--- config.mk ---
export PLATFORM = sky130hd
export DESIGN_NAME = br_port_master
export DESIGN_NICKNAME = d
export VERILOG_FILES = /design/src/rtl/br_pkg.sv /design/src/rtl/br_port_master.sv
export SDC_FILE = /design/constraint.sdc
export NUM_CORES = 1
export LEC_CHECK = 0
export CAP_MARGIN = 20
export CORE_UTILIZATION = 25
export CTS_CLUSTER_DIAMETER = 40
export CTS_CLUSTER_SIZE = 24
export DETAILED_ROUTE_END_ITERATION = 12
export SETUP_SLACK_MARGIN = 0.02
export SLEW_MARGIN = 10
export SYNTH_ARGS = -nofsm -noshare
export SYNTH_HDL_FRONTEND = slang
export SYNTH_SLANG_ARGS = --single-unit
--- constraint.sdc ---
create_clock -name clk -period 2.94 [get_ports clk]
set_input_delay 0.441 -clock clk [delete_from_list [all_inputs] [get_ports clk]]
set_output_delay 0.441 -clock clk [all_outputs]
set_load 0.1 [all_outputs]
--- src/rtl/br_pkg.sv ---
// ---------------------------------------------------------------------------
// br_pkg
// Shared definitions for the register-bank port master: default widths, the
// write-sequence increment and the FSM state encoding.
// ---------------------------------------------------------------------------
package br_pkg;

    localparam int DATA_W_DEF = 32;
    localparam int ADDR_W_DEF = 5;
    localparam int STEP_DEF   = 100;

    // FSM state encoding, kept as plain constants so legacy code can compare
    // against raw state values.
    typedef logic [2:0] br_state_t;

    localparam logic [2:0] ST_IDLE    = 3'd0;
    localparam logic [2:0] ST_WRITE   = 3'd1;
    localparam logic [2:0] ST_RD_ADDR = 3'd2;
    localparam logic [2:0] ST_RD_CAP  = 3'd3;
    localparam logic [2:0] ST_OUT     = 3'd4;
    localparam logic [2:0] ST_DONE    = 3'd5;

endpackage

--- src/rtl/br_port_master.sv ---
// ---------------------------------------------------------------------------
// br_port_master
// Initiator for a register bank. On start it writes registers 1..nregs with
// base, base+STEP, base+2*STEP, ... and then reads them back two at a time,
// presenting each pair on a valid/ready result channel.
//
// Ports
//   clk, rst_n          clock, asynchronous active-low reset
//   start, base, nregs  sequence request; base/nregs latched on start in IDLE
//   busy, done          busy while sequencing, one-cycle done pulse at end
//   we, aw, dataIn      bank write port
//   ar1, ar2, dr1, dr2  bank read ports (dr* combinational from ar*)
//   res_valid/ready     result handshake
//   res_a, res_b        data of odd / even register of the pair (res_b 0 if
//                       the pair has no even register)
//   res_idx             odd register address of the pair
// All outputs are registered.
// ---------------------------------------------------------------------------
module br_port_master
    import br_pkg::*;
#(
    parameter int DATA_W = DATA_W_DEF,
    parameter int ADDR_W = ADDR_W_DEF,
    parameter int STEP   = STEP_DEF
) (
    input  logic              clk,
    input  logic              rst_n,
    input  logic              start,
    input  logic [DATA_W-1:0] base,
    input  logic [ADDR_W-1:0] nregs,
    output logic              busy,
    output logic              done,
    output logic              we,
    output logic [ADDR_W-1:0] aw,
    output logic [DATA_W-1:0] dataIn,
    output logic [ADDR_W-1:0] ar1,
    output logic [ADDR_W-1:0] ar2,
    input  logic [DATA_W-1:0] dr1,
    input  logic [DATA_W-1:0] dr2,
    output logic              res_valid,
    input  logic              res_ready,
    output logic [DATA_W-1:0] res_a,
    output logic [DATA_W-1:0] res_b,
    output logic [ADDR_W-1:0] res_idx
);

    localparam logic [DATA_W-1:0] STEP_V = DATA_W'(STEP);

    br_state_t         state_r;
    // Shared register index: write index i during WRITE, pair index k during
    // read-back. One extra bit so k+2 past the last register never wraps.
    logic [ADDR_W:0]   cnt_r;
    logic [ADDR_W-1:0] nregs_r;
    // Latched base, advanced by STEP with every write so it always holds the
    // value currently on dataIn; the next value needs only one adder.
    logic [DATA_W-1:0] base_r;

    logic [ADDR_W:0]   cnt_inc_s;
    logic [ADDR_W:0]   k_next_s;
    logic [ADDR_W:0]   n_ext_s;
    logic [DATA_W-1:0] wr_next_s;
    logic              last_s;

    // Second read address of a pair: zero when k is the final register.
    function automatic logic [ADDR_W-1:0] pair_ar2(input logic [ADDR_W:0]   k,
                                                   input logic [ADDR_W-1:0] n);
        logic [ADDR_W:0] k1;
        k1 = k + (ADDR_W+1)'(1);
        if (k == {1'b0, n}) begin
            return '0;
        end else begin
            return k1[ADDR_W-1:0];
        end
    endfunction

    // Counter/data arithmetic shared by the FSM branches.
    always_comb begin
        n_ext_s   = {1'b0, nregs_r};
        cnt_inc_s = cnt_r + (ADDR_W+1)'(1);
        k_next_s  = cnt_r + (ADDR_W+1)'(2);
        wr_next_s = base_r + STEP_V;
        last_s    = (cnt_r == n_ext_s);
    end

    // Sequencer FSM with all bank and result outputs registered.
    always_ff @(posedge clk or negedge rst_n) begin
        if (!rst_n) begin
            state_r   <= ST_IDLE;
            cnt_r     <= '0;
            nregs_r   <= '0;
            base_r    <= '0;
            busy      <= 1'b0;
            done      <= 1'b0;
            we        <= 1'b0;
            aw        <= '0;
            dataIn    <= '0;
            ar1       <= '0;
            ar2       <= '0;
            res_valid <= 1'b0;
            res_a     <= '0;
            res_b     <= '0;
            res_idx   <= '0;
        end else begin
            case (state_r)
                ST_IDLE: begin
                    if (start) begin
                        base_r  <= base;
                        nregs_r <= nregs;
                        if (nregs == '0) begin
                            state_r <= ST_DONE;
                            done    <= 1'b1;
                            busy    <= 1'b0;
                        end else begin
                            // First write is presented the cycle after start.
                            state_r <= ST_WRITE;
                            busy    <= 1'b1;
                            cnt_r   <= (ADDR_W+1)'(1);
                            we      <= 1'b1;
                            aw      <= ADDR_W'(1);
                            dataIn  <= base;
                        end
                    end else begin
                        state_r <= ST_IDLE;
                    end
                end

                ST_WRITE: begin
                    if (last_s) begin
                        state_r <= ST_RD_ADDR;
                        we      <= 1'b0;
                        cnt_r   <= (ADDR_W+1)'(1);
                        ar1     <= ADDR_W'(1);
                        ar2     <= pair_ar2((ADDR_W+1)'(1), nregs_r);
                    end else begin
                        cnt_r  <= cnt_inc_s;
                        aw     <= cnt_inc_s[ADDR_W-1:0];
                        base_r <= wr_next_s;
                        dataIn <= wr_next_s;
                    end
                end

                ST_RD_ADDR: begin
                    // Addresses are on the bank; read data settles this cycle.
                    state_r <= ST_RD_CAP;
                end

                ST_RD_CAP: begin
                    state_r   <= ST_OUT;
                    res_a     <= dr1;
                    res_b     <= last_s ? '0 : dr2;
                    res_idx   <= cnt_r[ADDR_W-1:0];
                    res_valid <= 1'b1;
                end

                ST_OUT: begin
                    if (res_ready) begin
                        res_valid <= 1'b0;
                        cnt_r     <= k_next_s;
                        if (k_next_s > n_ext_s) begin
                            state_r <= ST_DONE;
                            done    <= 1'b1;
                            busy    <= 1'b0;
                        end else begin
                            state_r <= ST_RD_ADDR;
                            ar1     <= k_next_s[ADDR_W-1:0];
                            ar2     <= pair_ar2(k_next_s, nregs_r);
                        end
                    end else begin
                        state_r <= ST_OUT;
                    end
                end

                ST_DONE: begin
                    // start is deliberately not sampled here.
                    state_r <= ST_IDLE;
                    done    <= 1'b0;
                end

                default: begin
                    state_r   <= ST_IDLE;
                    busy      <= 1'b0;
                    done      <= 1'b0;
                    we        <= 1'b0;
                    res_valid <= 1'b0;
                end
            endcase
        end
    end

endmodule

==> results of run 1 <==
## metrics by stage
stage | setup WS, ns | std cells | utilization | instance area, µm² | hold WS, ns
final | 0.248 | 1573 | 0.356 | 11300 | 0.00667
after global routing | 0.0807 | 1573 | 0.356 | 11300 | 0.0316
after CTS | 0.162 | 1573 | 0.356 | 11300 | 0.0114
after detailed placement | 0.197 | 1541 | 0.338 | 10700 | 0.458
after global placement | 0.304 | 1541 | 0.338 | 10700 | 0.451
after floorplan | 0.220 | 913 | - | 8160 | 0.145
## registers in the layout, summed over array words and instances, names as in the netlist, 3 cells and up
register,flops
state_r,3
ar1,5
res_a,32
base_r,32
dataIn,32
aw,5
nregs_r,5
ar2,5
cnt_r,6
res_b,32
res_idx,5
## worst reg2reg max path, stage by stage, from the launching register on
cell,delay [ns]
dfrtp_1,0.46
inv_1,0.14
ha_1,0.38
inv_1,0.08
ha_1,0.26
and3_1,0.18
o21a_1,0.11
o31a_1,0.27
or2_2,0.39
a221o_1,0.31
## cells in the final DEF, fill, tap and decap left out, drive strengths merged, types with 20 or more instances in the layout
master,count
nand2,245
dfrtp,166
buf,151
clkdlybuf4s50,103
nor2,58
o21ai,51
nand3,49
a21oi,37
inv,31
xor2,20
## cell families (layout without fill, tap and decap cells)
| kind of cell | Yosys count | after routing |
|---|---|---|
| flops | 166 | 166 |
| fa+ha+maj | 10 | 10 |
| compound gates | 189 | 189 |
| mux | 20 | 20 |
| buf+inv | 86 | 311 |
| xor+xnor | 30 | 30 |
| simple gates | 412 | 412 |
## cell type report
type / instances / area, µm²
timing repair buffer: 254 / 2240
fill: 3271 / 20500
clock inverter: 14 / 143
clock buffer: 18 / 429
sequential: 166 / 4160
tap: 435 / 544
inverter: 25 / 93.8
multi-input combinational: 661 / 3700
## worst max path at each step
stage / from / to / depth (start not counted)
floorplan: cnt_r[2] / state_r[2] / 11
global placement: cnt_r[2] / state_r[2] / 8
detailed placement: cnt_r[1] / base_r[28] / 7
CTS: cnt_r[2] / state_r[2] / 8
global route: cnt_r[1] / base_r[30] / 8
finish: cnt_r[1] / state_r[2] / 9
## cell usage after synthesis, types with 3 or more instances
master    count
nand2_1     245
dfrtp_1     166
nor2_1       58
o21ai_0      50
nand3_1      49
clkbuf_1     43
a21oi_1      36
inv_1        24
xor2_1       20
o31ai_1      15
buf_2        14
mux2_2       13
a31oi_1      12
nand4_1      11
o22a_1       11
ha_1         10
o22ai_1      10
xnor2_1      10
nor3_1        9
and3_1        8
nor4_1        8
mux2i_1       7
o211ai_1      6
o21a_1        6
a41oi_1       4
and4_1        4
o31a_1        4
o32ai_1       4
or2_2         4
or3_1         4
a21o_1        3
a22o_1        3
buf_1         3
o2bb2a_1      3
or4_1         3
## metal layers
metal / routed length [µm] / up-vias / track usage / part of all wire
li1: - / 3581 / - / -
met1: 12200 / 3552 / 0.217 / 0.47
met2: 11500 / 261 / 0.240 / 0.45
met3: 1760 / 22 / 0.0409 / 0.068
met4: 327 / 0 / 0.0461 / 0.013
met5: 0 / - / 0 / 0
==> run summary, run 1 <==
Reg-to-reg critical path endpoint -> state_r[2]
CTS tree -> done
Synth cell types -> 60
Share of the synthesized area in the top cell type -> 0.509
Post-route ant nets -> 0
Setup crit end kind -> register
Post-Synth Simple-Gate Area -> 0.220
Reg2reg setup slack -> 0.25 ns
Remaining global-route overflow -> 0
YS warnings -> 0
CP required -> 3.25 ns
Status -> completed
Sequential area share after synthesis -> 0.509
Chip Height -> 183 µm
Total CTS buffers -> 17
Actual slew at the worst max-slew pin -> 0.781 ns
Main combinational cell family by area after synthesis -> simple AND/OR/NAND/NOR gates
Via count of the routed design -> 7416
Complex-gate fraction of the synthesized area -> 0.155
Clock root buffer -> clkbuf_16
Iteration-0 DRC Markers -> 435
Share of cells above drive strength 1 -> 0.189
Setup tns final -> 0 ns
Final Max Slew Viols -> 0
Reg-to-Reg Start -> cnt_r[1]
Synth Area in XOR/XNOR -> 0.0322
Largest net degree at the start of global routing -> 93
Cells along the critical path -> inv_1 -> ha_1 -> inv_1 -> ha_1 -> and3_1 -> o21a_1 -> o31a_1 -> or2_2 -> a221o_1
Per-cell routed wire length -> 16.3 µm
Worst path arrival time -> 3.00 ns
Critical Path Fanout Max -> 8
Clock Pin Slew Worst Setup and Hold Paths -> 0.08 ns
Slowest-stage cell, CP -> dfrtp_1
Asr flop ratio synth -> 1.00
Vias in the first global route -> 7274
Skew-Pair Late Insertion Delay -> 0.44 ns
Top cells by area, synth -> dfrtp_1, nand2_1, o21ai_0
Mapped Area -> 0.00816 mm²
CP Class -> register to register
Max incr delay on CP -> 0.46 ns
Deepest clock path buffer count -> 2
Crit path buffers/inverters -> 2
GP Congestion -> 0.861
Number of I/O pins -> 225
Sinks on Clock Net -> 166
Crit start category -> register
Initial antenna violation count -> 0
Fmax -> 371 MHz
Setup Skew -> 0.0193 ns
Area growth syn-to-layout -> 38.6%
Die area -> 0.0334 mm²
Slew headroom -> 0.479
Die Span X -> 183 µm
Post-synth EDFFs -> 0
First-pass GRT wire length -> 40800 µm
Detailed Route WL -> 25700 µm
Initial Utilization -> 0.257
Ys flop type -> dfrtp_1
Vias per cell -> 4.71
Post-CTS setup buffers -> 0
Final period util -> 0.916
Adder-cell share of the synthesized area -> 0.0153
FF-to-FF path depth -> 9
# H-tree levels -> 4
FP Rows -> 65
Fin. Hold Viols -> 0
Post-CTS Resized -> 0
Final worst path period need -> 2.69 ns
Detail Placement HPWL -> 18100 µm
Layout Nets -> 1240
Ant diodes -> 0
PortBufs -> 224
Syn Nets -> 1028
DRT Pass-1 Iters -> 5
DRC viols -> 0
CP delay by family, top -> compound AO/OA/AOI/OAI gates
Final setup viols -> 0
Synth Register Bits -> 166
Core Box Area -> 0.0318 mm²
HP Class -> primary input to asynchronous set/reset pin
CTS Hold Bufs -> 0
Unrepaired setup endpoints after global routing -> no
Mapped Cells -> 913
GRT Overall Usage -> 0.157
Area leader, netlist -> dfrtp_1
Max_cap viols -> 0
Syn Area/Cell -> 8.94 µm²
Multiplexer share of the synthesized area -> 0.0265
Power of run 1 is not shown: default switching activity piles up to over one toggle a cycle in this logic, so the estimate is an artifact.
==> run 2: changes to the inputs <==
--- a/config.mk
+++ b/config.mk
@@ -6,10 +6,11 @@
 export NUM_CORES = 1
 export LEC_CHECK = 0
 export CAP_MARGIN = 20
-export CORE_UTILIZATION = 25
+export CORE_UTILIZATION = 45
 export CTS_CLUSTER_DIAMETER = 40
 export CTS_CLUSTER_SIZE = 24
 export DETAILED_ROUTE_END_ITERATION = 12
+export PLACE_DENSITY = 0.76
 export SETUP_SLACK_MARGIN = 0.02
 export SLEW_MARGIN = 10
 export SYNTH_ARGS = -nofsm -noshare
==> run 2 against run 1 <==
Sequential share of layout area up 1.0 points. Clock skew down 0.0082 ns. Clock-buffer cell count unchanged. Die area down 44%. First-iteration DRC count up 12%. Worst hold slack better by 0.46 ns.
==> run summary, run 2 (synthesized netlist as in run 1, its figures left out) <==
Non-filler cells, final -> 1362 (-13%)
Via count of the routed design -> 7542 (+1.7%)
Detail Placement HPWL -> 16300 µm (-9.7%)
Status -> completed
Sinks on Clock Net -> 166 (unchanged)
Fmax -> 368 MHz (-0.99%)
# H-tree levels -> 4 (unchanged)
Per-cell routed wire length -> 16.8 µm (+2.7%)
Setup tns final -> 0 ns (unchanged)
GP Congestion -> 0.898 (+4.3%)
Slew headroom -> 0.521 (+0.0421)
Clock Pin Slew Worst Setup and Hold Paths -> 0.07 ns (about the same)
Core Box Area -> 0.0175 mm² (-45%)
Reg-to-reg critical path endpoint -> ar2[0]
Worst Hold Endpoint -> res_b[22]
PortBufs -> 224 (unchanged)
CP delay by family, top -> compound AO/OA/AOI/OAI gates
Iteration-0 DRC Markers -> 489 (+12%)
Initial Utilization -> 0.467 (+0.210)
Crit start category -> register
DRC viols -> 0 (unchanged)
Chip Height -> 137 µm (-25%)
Die area -> 0.0187 mm² (-44%)
Reg2reg setup slack -> 0.22 ns (-0.03 ns)
First-pass GRT wire length -> 36500 µm (-10%)
Clock root buffer -> clkbuf_16
Fill cell count -> 1452 (-56%)
FF-to-FF path depth -> 9 (unchanged)
Final Max Slew Viols -> 0 (unchanged)
Layout Nets -> 1240 (unchanged)
Most frequent cells in the layout -> nand2_1, dfrtp_1, buf_4
Ant diodes -> 0 (unchanged)
Crit path buffers/inverters -> 2 (unchanged)
Remaining global-route overflow -> 0 (unchanged)
Post-route ant nets -> 0 (unchanged)
Unrepaired setup endpoints after global routing -> no
CP required -> 3.25 ns (about the same)
Fin. Hold Viols -> 0 (unchanged)
Worst Hold Launch -> res_b[22]
CTS tree -> done
Vias per cell -> 5.54 (+17%)
WHS Path Cells -> 2
Total CTS buffers -> 17 (unchanged)
Area growth syn-to-layout -> 34.9%
Final setup viols -> 0 (unchanged)
HP Class -> register to register
Die Span X -> 137 µm (-25%)
Detailed Route WL -> 22900 µm (-11%)
Setup crit end kind -> register
Post-layout util -> 0.630 (+0.274)
FP Rows -> 48 (-26%)
Worst path arrival time -> 3.03 ns (+0.03 ns)
Inst Count DP -> 1330 (-14%)
DRT Pass-1 Iters -> 5 (unchanged)
Final worst path period need -> 2.72 ns (+0.0268 ns)
Most common cell after layout, fill and taps aside -> nand2_1
Deepest clock path buffer count -> 2 (unchanged)
Skew-Pair Late Insertion Delay -> 0.43 ns (about the same)
Setup Skew -> 0.0110 ns (-0.00822 ns)
Max_cap viols -> 0 (unchanged)
CP Class -> register to register
Reg-to-Reg Start -> cnt_r[1]
Share of cells above drive strength 1 -> 0.187 (-0.00159)
Vias in the first global route -> 7135 (-1.9%)
Critical Path Fanout Max -> 8 (unchanged)
Cells along the critical path -> inv_1 -> ha_1 -> inv_1 -> ha_1 -> and3_1 -> o21a_1 -> o31a_1 -> or2_2 -> o32ai_1
Number of I/O pins -> 225 (unchanged)
Largest net degree at the start of global routing -> 74 (-20%)
GRT Overall Usage -> 0.250 (+0.0933)
Initial antenna violation count -> 0 (unchanged)
Slowest-stage cell, CP -> dfrtp_1
Actual slew at the worst max-slew pin -> 0.718 ns (-0.0632 ns)
Max incr delay on CP -> 0.46 ns (about the same)
Final period util -> 0.925 (+0.00912)
-- run 2: area by class of cell --
| cell class | instances | area [µm²] | area share |
|---|---|---|---|
| clock inverter | 13 | 146 | 0.0133 |
| clock buffer | 18 | 439 | 0.0399 |
| tap | 225 | 282 | 0.0256 |
| timing repair buffer | 254 | 2210 | 0.201 |
| sequential | 166 | 4160 | 0.377 |
| multi-input combinational | 661 | 3690 | 0.335 |
| inverter | 25 | 93.8 | 0.00852 |
-- run 2: stage by stage --
step	hold WS (ns)	area (µm²)	worst slack (ns)
final	0.467	11000	0.221
after global routing	0.494	11000	0.0496
after CTS	0.472	11000	0.138
after detailed placement	0.404	10400	0.201
after global placement	0.398	10400	0.310
after floorplan	0.145	8160	0.220
-- run 2: per-layer routing --
metal / track usage / share of wire / vias up
met5: 0 / 0 / -
met4: 0.0846 / 0.019 / 0
met3: 0.0548 / 0.072 / 39
met2: 0.397 / 0.47 / 275
met1: 0.338 / 0.44 / 3627
li1: - / - / 3601
-- run 2: tightest hold or removal path, cell delays in order (launching register included) --
cell and delay [ns]:
dfrtp_1 0.34, nand2_1 0.05, nand2_1 0.05
-- run 2: repair_timing --
| action | CTS | global route |
|---|---|---|
| resized for setup | 0 | 2 |
| endpoints found under the hold margin | 44 | 0 |
| hold buffers | 1 | 0 |
| setup buffers | 0 | 0 |
| endpoints found under the setup margin | 0 | 8 |
-- run 2: how the worst max path moves through the flow --
stage	start	endpoint	slack (ns)	depth (start not counted)
floorplan	cnt_r[2]	state_r[2]	0.22	11
global placement	cnt_r[2]	state_r[2]	0.31	8
detailed placement	cnt_r[2]	state_r[2]	0.20	8
CTS	cnt_r[2]	ar2[0]	0.14	8
global route	cnt_r[3]	ar2[0]	0.05	9
finish	cnt_r[1]	ar2[0]	0.22	9
Power of run 2 is left out for the same reason.
